--- src/rtl/mips_cpu_bus_lsu_if.sv ---
`default_nettype none
// ============================================================================
// Module   : mips_cpu_bus_lsu_if
// Brief    : CPU request/response channel plus Avalon-style data-bus signals
//            of the load/store unit. "master" is the LSU side.
// Revision : 1.0 - initial release
// ============================================================================
interface mips_cpu_bus_lsu_if #(
    parameter int ADDR_W = 32
);
    logic              req_valid;
    logic              req_ready;
    logic [3:0]        req_op;
    logic [ADDR_W-1:0] req_addr;
    logic [31:0]       req_wdata;
    logic [31:0]       req_rt;
    logic              resp_valid;
    logic [31:0]       resp_data;
    logic              resp_err;
    logic [ADDR_W-1:0] address;
    logic              read;
    logic              write;
    logic [3:0]        byteenable;
    logic [31:0]       writedata;
    logic              waitrequest;
    logic [31:0]       readdata;

    modport master (
        input  req_valid, req_op, req_addr, req_wdata, req_rt, waitrequest, readdata,
        output req_ready, resp_valid, resp_data, resp_err,
               address, read, write, byteenable, writedata
    );

    modport slave (
        output req_valid, req_op, req_addr, req_wdata, req_rt, waitrequest, readdata,
        input  req_ready, resp_valid, resp_data, resp_err,
               address, read, write, byteenable, writedata
    );
endinterface
`default_nettype wire

--- src/rtl/mips_cpu_bus_lsu.sv ---
`default_nettype none
// ============================================================================
// Module   : mips_cpu_bus_lsu
// Brief    : MIPS load/store unit; one CPU memory op becomes one word-aligned
//            Avalon-style bus transfer with byte lanes and load formatting.
// Revision : 1.0 - initial release
// ============================================================================
module mips_cpu_bus_lsu #(
    parameter int ADDR_W = 32
) (
    input  logic               clk,
    input  logic               reset,
    mips_cpu_bus_lsu_if.master bus
);

    localparam logic [3:0] C_OP_LB  = 4'd0;
    localparam logic [3:0] C_OP_LBU = 4'd1;
    localparam logic [3:0] C_OP_LH  = 4'd2;
    localparam logic [3:0] C_OP_LHU = 4'd3;
    localparam logic [3:0] C_OP_LW  = 4'd4;
    localparam logic [3:0] C_OP_LWL = 4'd5;
    localparam logic [3:0] C_OP_LWR = 4'd6;
    localparam logic [3:0] C_OP_SB  = 4'd8;
    localparam logic [3:0] C_OP_SH  = 4'd9;
    localparam logic [3:0] C_OP_SW  = 4'd10;

    typedef enum logic [1:0] {
        S_IDLE    = 2'd0,
        S_ISSUE   = 2'd1,
        S_CAPTURE = 2'd2,
        S_RESP    = 2'd3
    } state_t;

    state_t            r_state;
    logic [3:0]        r_op;
    logic [1:0]        r_k;
    logic [31:0]       r_rt;
    logic              r_err;
    logic [ADDR_W-1:0] r_address;
    logic              r_read;
    logic              r_write;
    logic [3:0]        r_byteenable;
    logic [31:0]       r_writedata;
    logic              r_resp_valid;
    logic [31:0]       r_resp_data;
    logic              r_resp_err;

    logic              w_err;
    logic              w_store;
    logic [3:0]        w_be;
    logic [31:0]       w_wd;
    logic [31:0]       w_shr;
    logic [31:0]       w_load;

    // Request decode: legality, direction, lane mask and replicated store data.
    always_comb begin
        w_err   = 1'b0;
        w_store = 1'b0;
        w_be    = 4'b1111;
        w_wd    = 32'h0;
        case (bus.req_op)
            C_OP_LB, C_OP_LBU: begin
                w_be = 4'b0001 << bus.req_addr[1:0];
            end
            C_OP_LH, C_OP_LHU: begin
                w_err = bus.req_addr[0];
                w_be  = bus.req_addr[1] ? 4'b1100 : 4'b0011;
            end
            C_OP_LW: begin
                w_err = |bus.req_addr[1:0];
            end
            C_OP_LWL, C_OP_LWR: begin
                w_be = 4'b1111;
            end
            C_OP_SB: begin
                w_store = 1'b1;
                w_be    = 4'b0001 << bus.req_addr[1:0];
                w_wd    = {4{bus.req_wdata[7:0]}};
            end
            C_OP_SH: begin
                w_store = 1'b1;
                w_err   = bus.req_addr[0];
                w_be    = bus.req_addr[1] ? 4'b1100 : 4'b0011;
                w_wd    = {2{bus.req_wdata[15:0]}};
            end
            C_OP_SW: begin
                w_store = 1'b1;
                w_err   = |bus.req_addr[1:0];
                w_wd    = bus.req_wdata;
            end
            default: begin
                w_err = 1'b1;
            end
        endcase
    end

    // Load formatting; LWL/LWR keep the untouched bytes of the old rt value.
    always_comb begin
        w_shr  = bus.readdata >> {r_k, 3'b000};
        w_load = bus.readdata;
        case (r_op)
            C_OP_LB:  w_load = {{24{w_shr[7]}}, w_shr[7:0]};
            C_OP_LBU: w_load = {24'h0, w_shr[7:0]};
            C_OP_LH:  w_load = {{16{w_shr[15]}}, w_shr[15:0]};
            C_OP_LHU: w_load = {16'h0, w_shr[15:0]};
            C_OP_LWL: w_load = (bus.readdata << {~r_k, 3'b000})
                             | (r_rt & ~(32'hFFFF_FFFF << {~r_k, 3'b000}));
            C_OP_LWR: w_load = w_shr | (r_rt & ~(32'hFFFF_FFFF >> {r_k, 3'b000}));
            default:  w_load = bus.readdata;
        endcase
    end

    always_ff @(posedge clk or posedge reset) begin
        if (reset) begin
            r_state      <= S_IDLE;
            r_op         <= 4'h0;
            r_k          <= 2'b00;
            r_rt         <= 32'h0;
            r_err        <= 1'b0;
            r_address    <= '0;
            r_read       <= 1'b0;
            r_write      <= 1'b0;
            r_byteenable <= 4'h0;
            r_writedata  <= 32'h0;
            r_resp_valid <= 1'b0;
            r_resp_data  <= 32'h0;
            r_resp_err   <= 1'b0;
        end else begin
            case (r_state)
                S_IDLE: begin
                    if (bus.req_valid) begin
                        r_op    <= bus.req_op;
                        r_k     <= bus.req_addr[1:0];
                        r_rt    <= bus.req_rt;
                        r_err   <= w_err;
                        r_state <= S_ISSUE;
                        if (!w_err) begin
                            r_address    <= {bus.req_addr[ADDR_W-1:2], 2'b00};
                            r_byteenable <= w_be;
                            r_writedata  <= w_wd;
                            r_read       <= ~w_store;
                            r_write      <= w_store;
                        end
                    end
                end
                S_ISSUE: begin
                    // Rejected ops spend one bus-less cycle here so errors share store latency.
                    if (r_err) begin
                        r_resp_valid <= 1'b1;
                        r_resp_data  <= 32'h0;
                        r_resp_err   <= 1'b1;
                        r_state      <= S_RESP;
                    end else if (!bus.waitrequest) begin
                        r_read  <= 1'b0;
                        r_write <= 1'b0;
                        if (r_write) begin
                            r_resp_valid <= 1'b1;
                            r_resp_data  <= 32'h0;
                            r_resp_err   <= 1'b0;
                            r_state      <= S_RESP;
                        end else begin
                            r_state <= S_CAPTURE;
                        end
                    end
                end
                S_CAPTURE: begin
                    r_resp_valid <= 1'b1;
                    r_resp_data  <= w_load;
                    r_resp_err   <= 1'b0;
                    r_state      <= S_RESP;
                end
                S_RESP: begin
                    r_resp_valid <= 1'b0;
                    r_state      <= S_IDLE;
                end
                default: begin
                    r_state <= S_IDLE;
                end
            endcase
        end
    end

    assign bus.req_ready  = (r_state == S_IDLE);
    assign bus.resp_valid = r_resp_valid;
    assign bus.resp_data  = r_resp_data;
    assign bus.resp_err   = r_resp_err;
    assign bus.address    = r_address;
    assign bus.read       = r_read;
    assign bus.write      = r_write;
    assign bus.byteenable = r_byteenable;
    assign bus.writedata  = r_writedata;

endmodule
`default_nettype wire
--- src/flat_wrapper.sv ---
// flat-port wrapper written by rule: the top's interface ports become plain ports
module mips_cpu_bus_lsu_flat 
#(
    parameter int ADDR_W = 32
)
  (clk, reset, bus_req_valid, bus_req_op, bus_req_addr, bus_req_wdata, bus_req_rt, bus_waitrequest, bus_readdata, bus_req_ready, bus_resp_valid, bus_resp_data, bus_resp_err, bus_address, bus_read, bus_write, bus_byteenable, bus_writedata);
  mips_cpu_bus_lsu_if #(.ADDR_W(ADDR_W)) bus_i ();
  input  logic clk;
  input  logic reset;
  input wire logic [$bits(bus_i.req_valid)-1:0] bus_req_valid;
  input wire logic [$bits(bus_i.req_op)-1:0] bus_req_op;
  input wire logic [$bits(bus_i.req_addr)-1:0] bus_req_addr;
  input wire logic [$bits(bus_i.req_wdata)-1:0] bus_req_wdata;
  input wire logic [$bits(bus_i.req_rt)-1:0] bus_req_rt;
  input wire logic [$bits(bus_i.waitrequest)-1:0] bus_waitrequest;
  input wire logic [$bits(bus_i.readdata)-1:0] bus_readdata;
  output wire logic [$bits(bus_i.req_ready)-1:0] bus_req_ready;
  output wire logic [$bits(bus_i.resp_valid)-1:0] bus_resp_valid;
  output wire logic [$bits(bus_i.resp_data)-1:0] bus_resp_data;
  output wire logic [$bits(bus_i.resp_err)-1:0] bus_resp_err;
  output wire logic [$bits(bus_i.address)-1:0] bus_address;
  output wire logic [$bits(bus_i.read)-1:0] bus_read;
  output wire logic [$bits(bus_i.write)-1:0] bus_write;
  output wire logic [$bits(bus_i.byteenable)-1:0] bus_byteenable;
  output wire logic [$bits(bus_i.writedata)-1:0] bus_writedata;
  assign bus_i.req_valid = bus_req_valid;
  assign bus_i.req_op = bus_req_op;
  assign bus_i.req_addr = bus_req_addr;
  assign bus_i.req_wdata = bus_req_wdata;
  assign bus_i.req_rt = bus_req_rt;
  assign bus_i.waitrequest = bus_waitrequest;
  assign bus_i.readdata = bus_readdata;
  assign bus_req_ready = bus_i.req_ready;
  assign bus_resp_valid = bus_i.resp_valid;
  assign bus_resp_data = bus_i.resp_data;
  assign bus_resp_err = bus_i.resp_err;
  assign bus_address = bus_i.address;
  assign bus_read = bus_i.read;
  assign bus_write = bus_i.write;
  assign bus_byteenable = bus_i.byteenable;
  assign bus_writedata = bus_i.writedata;
  mips_cpu_bus_lsu #(.ADDR_W(ADDR_W)) u_core (.clk(clk), .reset(reset), .bus(bus_i));
endmodule
--- config.mk ---
export PLATFORM = sky130hd
export DESIGN_NAME = mips_cpu_bus_lsu_flat
export DESIGN_NICKNAME = d
export VERILOG_FILES = /design/src/rtl/mips_cpu_bus_lsu_if.sv /design/src/rtl/mips_cpu_bus_lsu.sv /design/src/flat_wrapper.sv
export SDC_FILE = /design/constraint.sdc
export NUM_CORES = 1
export LEC_CHECK = 0
export ABC_AREA = 1
export CAP_MARGIN = 20
export CORE_MARGIN = 2
export CORE_UTILIZATION = 48
export CTS_CLUSTER_SIZE = 30
export DETAILED_ROUTE_END_ITERATION = 10
export PLACE_DENSITY = 0.81
export SYNTH_ARGS = -nofsm -noshare
export SYNTH_HDL_FRONTEND = slang
export SYNTH_SLANG_ARGS = --single-unit
--- constraint.sdc ---
create_clock -name clk -period 6.44 [get_ports clk]
set_input_delay 1.288 -clock clk [delete_from_list [all_inputs] [get_ports clk]]
set_output_delay 1.288 -clock clk [all_outputs]
set_load 0.01 [all_outputs]
==> results.md, run 1 <==
* Status: finished, final reports clean
* Clock power frac at 0.208
* Vias at 8597
* Crit. End Element: flip-flop
* Critical Path RT at 6.75 ns
* Grt ovf at 0
* CTS Buf Count at 17
* Die width at approximately 130 um
* Post-CTS Hold Buffers at 0
* Slew of the pin with the lowest slew margin at 1.07 ns
* Fin. Hold Viols at 0
* Initial Utilization at 0.488
* RSZ-0062 raised after global routing: false
* Logic pwr share at 0.494
* Synth Register Bits at 143
* Share of cells above drive strength 1 at 0.0342
* Clock root buffer: clkbuf_16
* Clk buf depth at 2
* First-pass GRT wire length at 40.7 mm
* Average size of a mapped cell at ~6.7 um^2
* Crit Path Max Fanout at 83
* Max stage delay cell, worst path: nand2_1
* DP Area at 0.0105 mm^2
* Initial antenna violation count at 1
* FMAX at roughly 250 MHz
* Row count at 47
* PortBufs at 238
* Max_slew headroom at 0.285
* Final period util at 0.625
* Synth warn at 0
* Via-to-Cell Ratio at ~5.2
* Post-CTS Resized at 0
* Register area share after synthesis at 0.444
* Switching power at roughly 0.0021 W
* DRC at 0
* Final Instance Area at 0.0111 mm^2
* Switching share of power at 0.425
* Int Pwr at approximately 0.0029 W
* CP startpoint kind: primary input
* CTS tree: done
* Area delta synth->final at 37.3%
* Die Area at 0.0179 mm^2
* Synth top area share at 0.444
* Final TNS setup at 0 ns
* HPWL Detailed at 18.2 mm
* Largest net degree at the start of global routing at 94
* Final GP Congestion at just under 0.9
* MaxCap Viol Count at 0
* Synth top area cells: dfrtp_1 (44%), nand2_1 (29%), nand3_1 (7.1%), nor2_1 (5.1%), o21ai_0 (3.7%)
* Post-Syn Area at 0.00807 mm^2
* Cell Chain, Critical Path: clkdlybuf4s50_1, nand2_1, clkinv_1, nand4_4, buf_4, inv_2, nand2_1, nand2_1
* Setup Viol. Count Final at 0
* Drt first pass iters at 5
* Routed WL at about 26 mm
* Maximum vdd drop at 223 uV
* Detail Route Antenna Nets at 0
* Setup Fix Bufs, Post-CTS at 0
* Clock Latency Late Sink at 0.42 ns
* Area leader, netlist: dfrtp_1
* Ant diodes at 0
* Tightest Hold Check Type: reg -> reg
* Layout Skew at about 0.0057 ns
* Total track usage at 0.290
* CP most frequent cell: nand2_1
* Ports at 241
* Power Dens Cells at between 400 and 500 mW/mm^2
* DR iter-0 viols at 567
* Layout fillers at about 1500
* Power Total at 0.00496 W
* Core ar. at between 0.015 and 0.02 mm^2
* Slew Viols, Final at 0
* Crit path kind: in -> reg
* Seq pwr share at 0.298
* Static leakage at 5.60 nW
* Clk slew on worst S/H paths at around 0.060 ns
* Avg WL per Cell at approximately 16 um
* H-tree levels at 4
* Hold WS at 0.476 ns
* Die height at 134 um
* Clk sinks at 143
* Crit path arrival time at 4.34 ns
* Fin nets at approximately 1600
* Gate Count Post-Synth at 1211
* Final Critical Period at 4.03 ns
* Max incr delay on CP at 0.66 ns
* Synth unique cells at 29
* Number of global-route vias before repair at about 8400
power by group through the flow:
stage	Combinational (W)	Clock, W	Sequential (W)
after floorplan	0.00144	0	0.00153
after global placement	0.00238	0	0.00147
after detailed placement	0.00244	0	0.00147
after CTS	0.00245	0.00104	0.00147
after global routing	0.00274	0.00109	0.00151
final	0.00245	0.00103	0.00148
cells in the mapped netlist (all sizes together):
library cell / n
nand2: 622
a211oi: 1
buf: 43
o22ai: 2
and3: 1
conb: 1
inv: 61
ha: 4
nor2: 110
o31ai: 1
nand3: 115
o21a: 1
o21ai: 65
clkinv: 3
nand3b: 1
nand4: 3
a22oi: 8
a21oi: 11
clkbuf: 15
dfrtp: 143
path summary, 6_finish.rpt:
| path | startpoint | endpoint | slack, ns | cells past startpoint |
|---|---|---|---|---|
| max | bus_req_valid | u_core.bus.address[27] | 2.41 | 8 |
| min | u_core.bus.resp_data[31] | u_core.bus.resp_data[31] | 0.48 | 2 |
| max reg2reg | u_core.r_state[0] | u_core.bus.address[27] | 2.89 | 9 |
| min reg2reg | u_core.bus.resp_data[31] | u_core.bus.resp_data[31] | 0.48 | 2 |
| max in group asynchronous | reset | u_core.bus.writedata[0] | 3.87 | 3 |
| min in group asynchronous | reset | u_core.bus.resp_valid | 1.42 | 2 |
cell type report:
cell class	instances	area (um^2)	share of cell area
clock buffer	20	457	0.0412
clock inverter	12	158	0.0142
inverter	64	245	0.0221
multi-input combinational	947	3930	0.355
sequential	143	3580	0.323
tap	220	275	0.0249
timing repair buffer	245	2430	0.220
kinds of logic (layout without fill, tap and decap cells):
kind of cell | after synthesis | in the layout | synth area share
AO/OA/AOI/OAI | 89 | 89 | 0.0589
buffers and inverters | 122 | 341 | 0.0713
AND/OR/NAND/NOR | 852 | 852 | 0.420
flip-flops | 143 | 143 | 0.444
adder cells (fa/ha/maj) | 4 | 4 | 0.00620
other | 1 | 2 | 0.000465
through the flow:
step,cells,utilization,setup WS [ns]
2_1_floorplan,1212,-,1.31
3_3_place_gp,1619,0.633,2.08
3_5_place_dp,1619,0.633,1.96
4_1_cts,1651,0.670,2.40
5_1_grt,1651,0.670,2.17
6_report,1651,0.670,2.41
critical path: cells and delay by family:
family	cells	cell delay, ns
buf+inv	4	1.91
simple gates	4	1.10
cells in the final DEF (no fill, tap or decap), types with 3 or more instances in the layout:
cell type          n
o21ai_0           59
ha_1               4
inv_1             56
nor2_1           108
clkinvlp_4         3
clkbuf_16         17
o21ai_1            6
nand2_1          621
bufinv_16          3
buf_4              7
inv_6              4
nand3_1          114
a22oi_1            8
clkdlybuf4s50_1  238
clkinv_1           3
dfrtp_1          143
inv_2              4
a21oi_1           11
registers in the layout, indices dropped and copies added, names as in the netlist:
signal,count
u_core.bus.address,30
u_core.bus.byteenable,4
u_core.bus.read,1
u_core.bus.resp_data,32
u_core.bus.resp_err,1
u_core.bus.resp_valid,1
u_core.bus.write,1
u_core.bus.writedata,32
u_core.r_err,1
u_core.r_k,2
u_core.r_op,4
u_core.r_rt,32
u_core.r_state,2
metal layers:
metal / up-vias / track usage / share of wire
met3: 67 / 0.0780 / 0.082
met1: 3969 / 0.348 / 0.40
met5: - / 0 / 0.00051
met2: 371 / 0.488 / 0.48
li1: 4188 / - / -
met4: 2 / 0.133 / 0.039
Note: power is estimated with default switching activity, not from simulation.
==> run 2: changes to the inputs <==
==> constraint.sdc (replaced) <==
create_clock -name clk -period 4 [get_ports clk]
set_input_delay 0.8 -clock clk [delete_from_list [all_inputs] [get_ports clk]]
set_output_delay 0.8 -clock clk [all_outputs]
set_load 0.01 [all_outputs]
==> run 2 against run 1 <==
Compared with the run above: hold slack better by 0.00095 ns; setup slack got worse by 1.0 ns; final cell count is 0.36% higher; via count is 0.35% higher; wire length grew 1.1%; critical path type is now reg -> out; critical endpoint is now bus_req_ready.
==> results.md, run 2 (synthesized netlist as in run 1, its figures left out) <==
* Initial antenna violation count at 1
* Drt first pass iters at 5
* Final Critical Period at approximately 2.6 ns
* H-tree levels at 4
* Largest net degree at the start of global routing at approximately 100
* Ports at 241
* Layout Cells excl Fill at 1657
* Commonest non-fill, non-tap cell in the layout: nand2_1
* Reg2Reg Depth at 11
* Power Total at between 0.008 and 0.009 W
* DR iter-0 viols at a little over 700
* RSZ-0062 raised after global routing: false
* Row count at 47
* Hold Path Depth at 2
* HPWL Detailed at roughly 18 mm
* Die Area at 0.0179 mm^2
* Final period util at 0.655
* Slew of the pin with the lowest slew margin at 1.06 ns
* Clk buf depth at 2
* DRC at 0
* Post-CTS Hold Buffers at 0
* Maximum vdd drop at 416 uV
* Layout fillers at 1429
* Setup Viol. Count Final at 0
* RR Endpoint: u_core.bus.resp_data[15]
* Status: finished, final reports clean
* Vias at ~8600
* Commonest non-fill, non-tap cells in the layout: nand2_1 (621), clkdlybuf4s50_1 (238), dfrtp_1 (143), nand3_1 (114), nor2_1 (108)
* Slew Viols, Final at 0
* Final Util at 0.678
* Clock root buffer: clkbuf_16
* Detail Route Antenna Nets at 0
* CP startpoint kind: flip-flop
* Die height at around 130 um
* FMAX at 382 MHz
* Share of cells above drive strength 1 at 0.0390
* Tightest Hold Check Type: reg -> reg
* Clock Latency Late Sink at 0.43 ns
* Max_slew headroom at 0.294
* Layout Skew at 0.00444 ns
* Final GP Congestion at between 0.9 and 1
* Critical Path RT at roughly 3.2 ns
* Crit Path Max Fanout at 6
* Via-to-Cell Ratio at 5.21
* First-pass GRT wire length at 41.0 mm
* Clk sinks at about 140
* Final TNS setup at 0 ns
* Total track usage at 0.292
* Fin nets at 1564
* Crit path arrival time at approximately 1.8 ns
* WHS Endpoint: u_core.bus.resp_data[21]
* Initial Utilization at 0.488
* CTS tree: done
* Die width at 134 um
* Reg-to-reg startpoint: u_core.r_op[3]
* R2R Setup Slk at 1.78 ns
* Crit. End Element: output port
* Core ar. at 0.0165 mm^2
* Post-CTS Resized at 0
* Routed WL at ~26 mm
* Area delta synth->final at 38.9%
* Number of global-route vias before repair at about 8300
* Grt ovf at 0
* Hold_sp: u_core.bus.resp_data[21]
* Crit path kind: reg -> out
* Hold WS at 0.477 ns
* Power Dens Cells at 733 mW/mm^2
* Area occupied by registers at 0.00358 mm^2
* Inst Count DP at 1625
* CTS Buf Count at 17
* Ant diodes at 0
* MaxCap Viol Count at 0
* Area of the multi-input gates at ~0.004 mm^2
* PortBufs at 238
* Avg WL per Cell at between 15 and 20 um
* Fin. Hold Viols at 0
* Static leakage at roughly 5.7 nW
* Setup Fix Bufs, Post-CTS at 0
* Clk slew on worst S/H paths at around 0.060 ns
run 2: critical path, cell delays in order (launching register included):
cell and delay (ns):
dfrtp_1 0.41, inv_1 0.12, ha_1 0.27, clkdlybuf4s50_1 0.59
run 2: report_power, final:
| group | internal, W | total, W | leakage [nW] | switching [W] |
|---|---|---|---|---|
| sequential | 0.00201 | 0.00236 | 1.85 | 0.000347 |
| combinational | 0.00159 | 0.00401 | 3.49 | 0.00241 |
| clock | 0.00120 | 0.00186 | 0.334 | 0.000662 |
run 2: per-layer routing:
metal / track usage / wire length [um]
met3: 0.0845 / 2240
met4: 0.106 / 721
met2: 0.492 / 12500
met5: 0 / 11
met1: 0.359 / 10400
run 2: area by class of cell:
| cell class | count | share of cell area |
|---|---|---|
| Timing Repair Buffer | 251 | 0.222 |
| Sequential cell | 143 | 0.319 |
| Clock inverter | 14 | 0.0224 |
| Tap cell | 220 | 0.0246 |
| Multi-Input combinational cell | 947 | 0.350 |
| Inverter | 64 | 0.0218 |
| Clock buffer | 18 | 0.0392 |
run 2: through the flow:
stage / setup WS [ns] / instance area [um^2]
CTS: 1.36 / 11200
global route: 1.24 / 11200
floorplan: 1.41 / 8080
global placement: 1.12 / 10500
detailed placement: 1.01 / 10500
finish: 1.38 / 11200
run 2: how the worst max path moves through the flow:
stage / startpoint / cells past startpoint / slack, ns / end
6_report: u_core.r_state[1] / 3 / 1.38 / bus_req_ready
5_1_grt: bus_req_op[3] / 10 / 1.24 / u_core.bus.writedata[11]
4_1_cts: u_core.r_state[1] / 3 / 1.36 / bus_req_ready
3_5_place_dp: bus_req_op[3] / 9 / 1.01 / u_core.bus.writedata[15]
3_3_place_gp: bus_req_op[3] / 9 / 1.12 / u_core.bus.writedata[14]
2_1_floorplan: reset / 1 / 1.41 / u_core.bus.address[10]
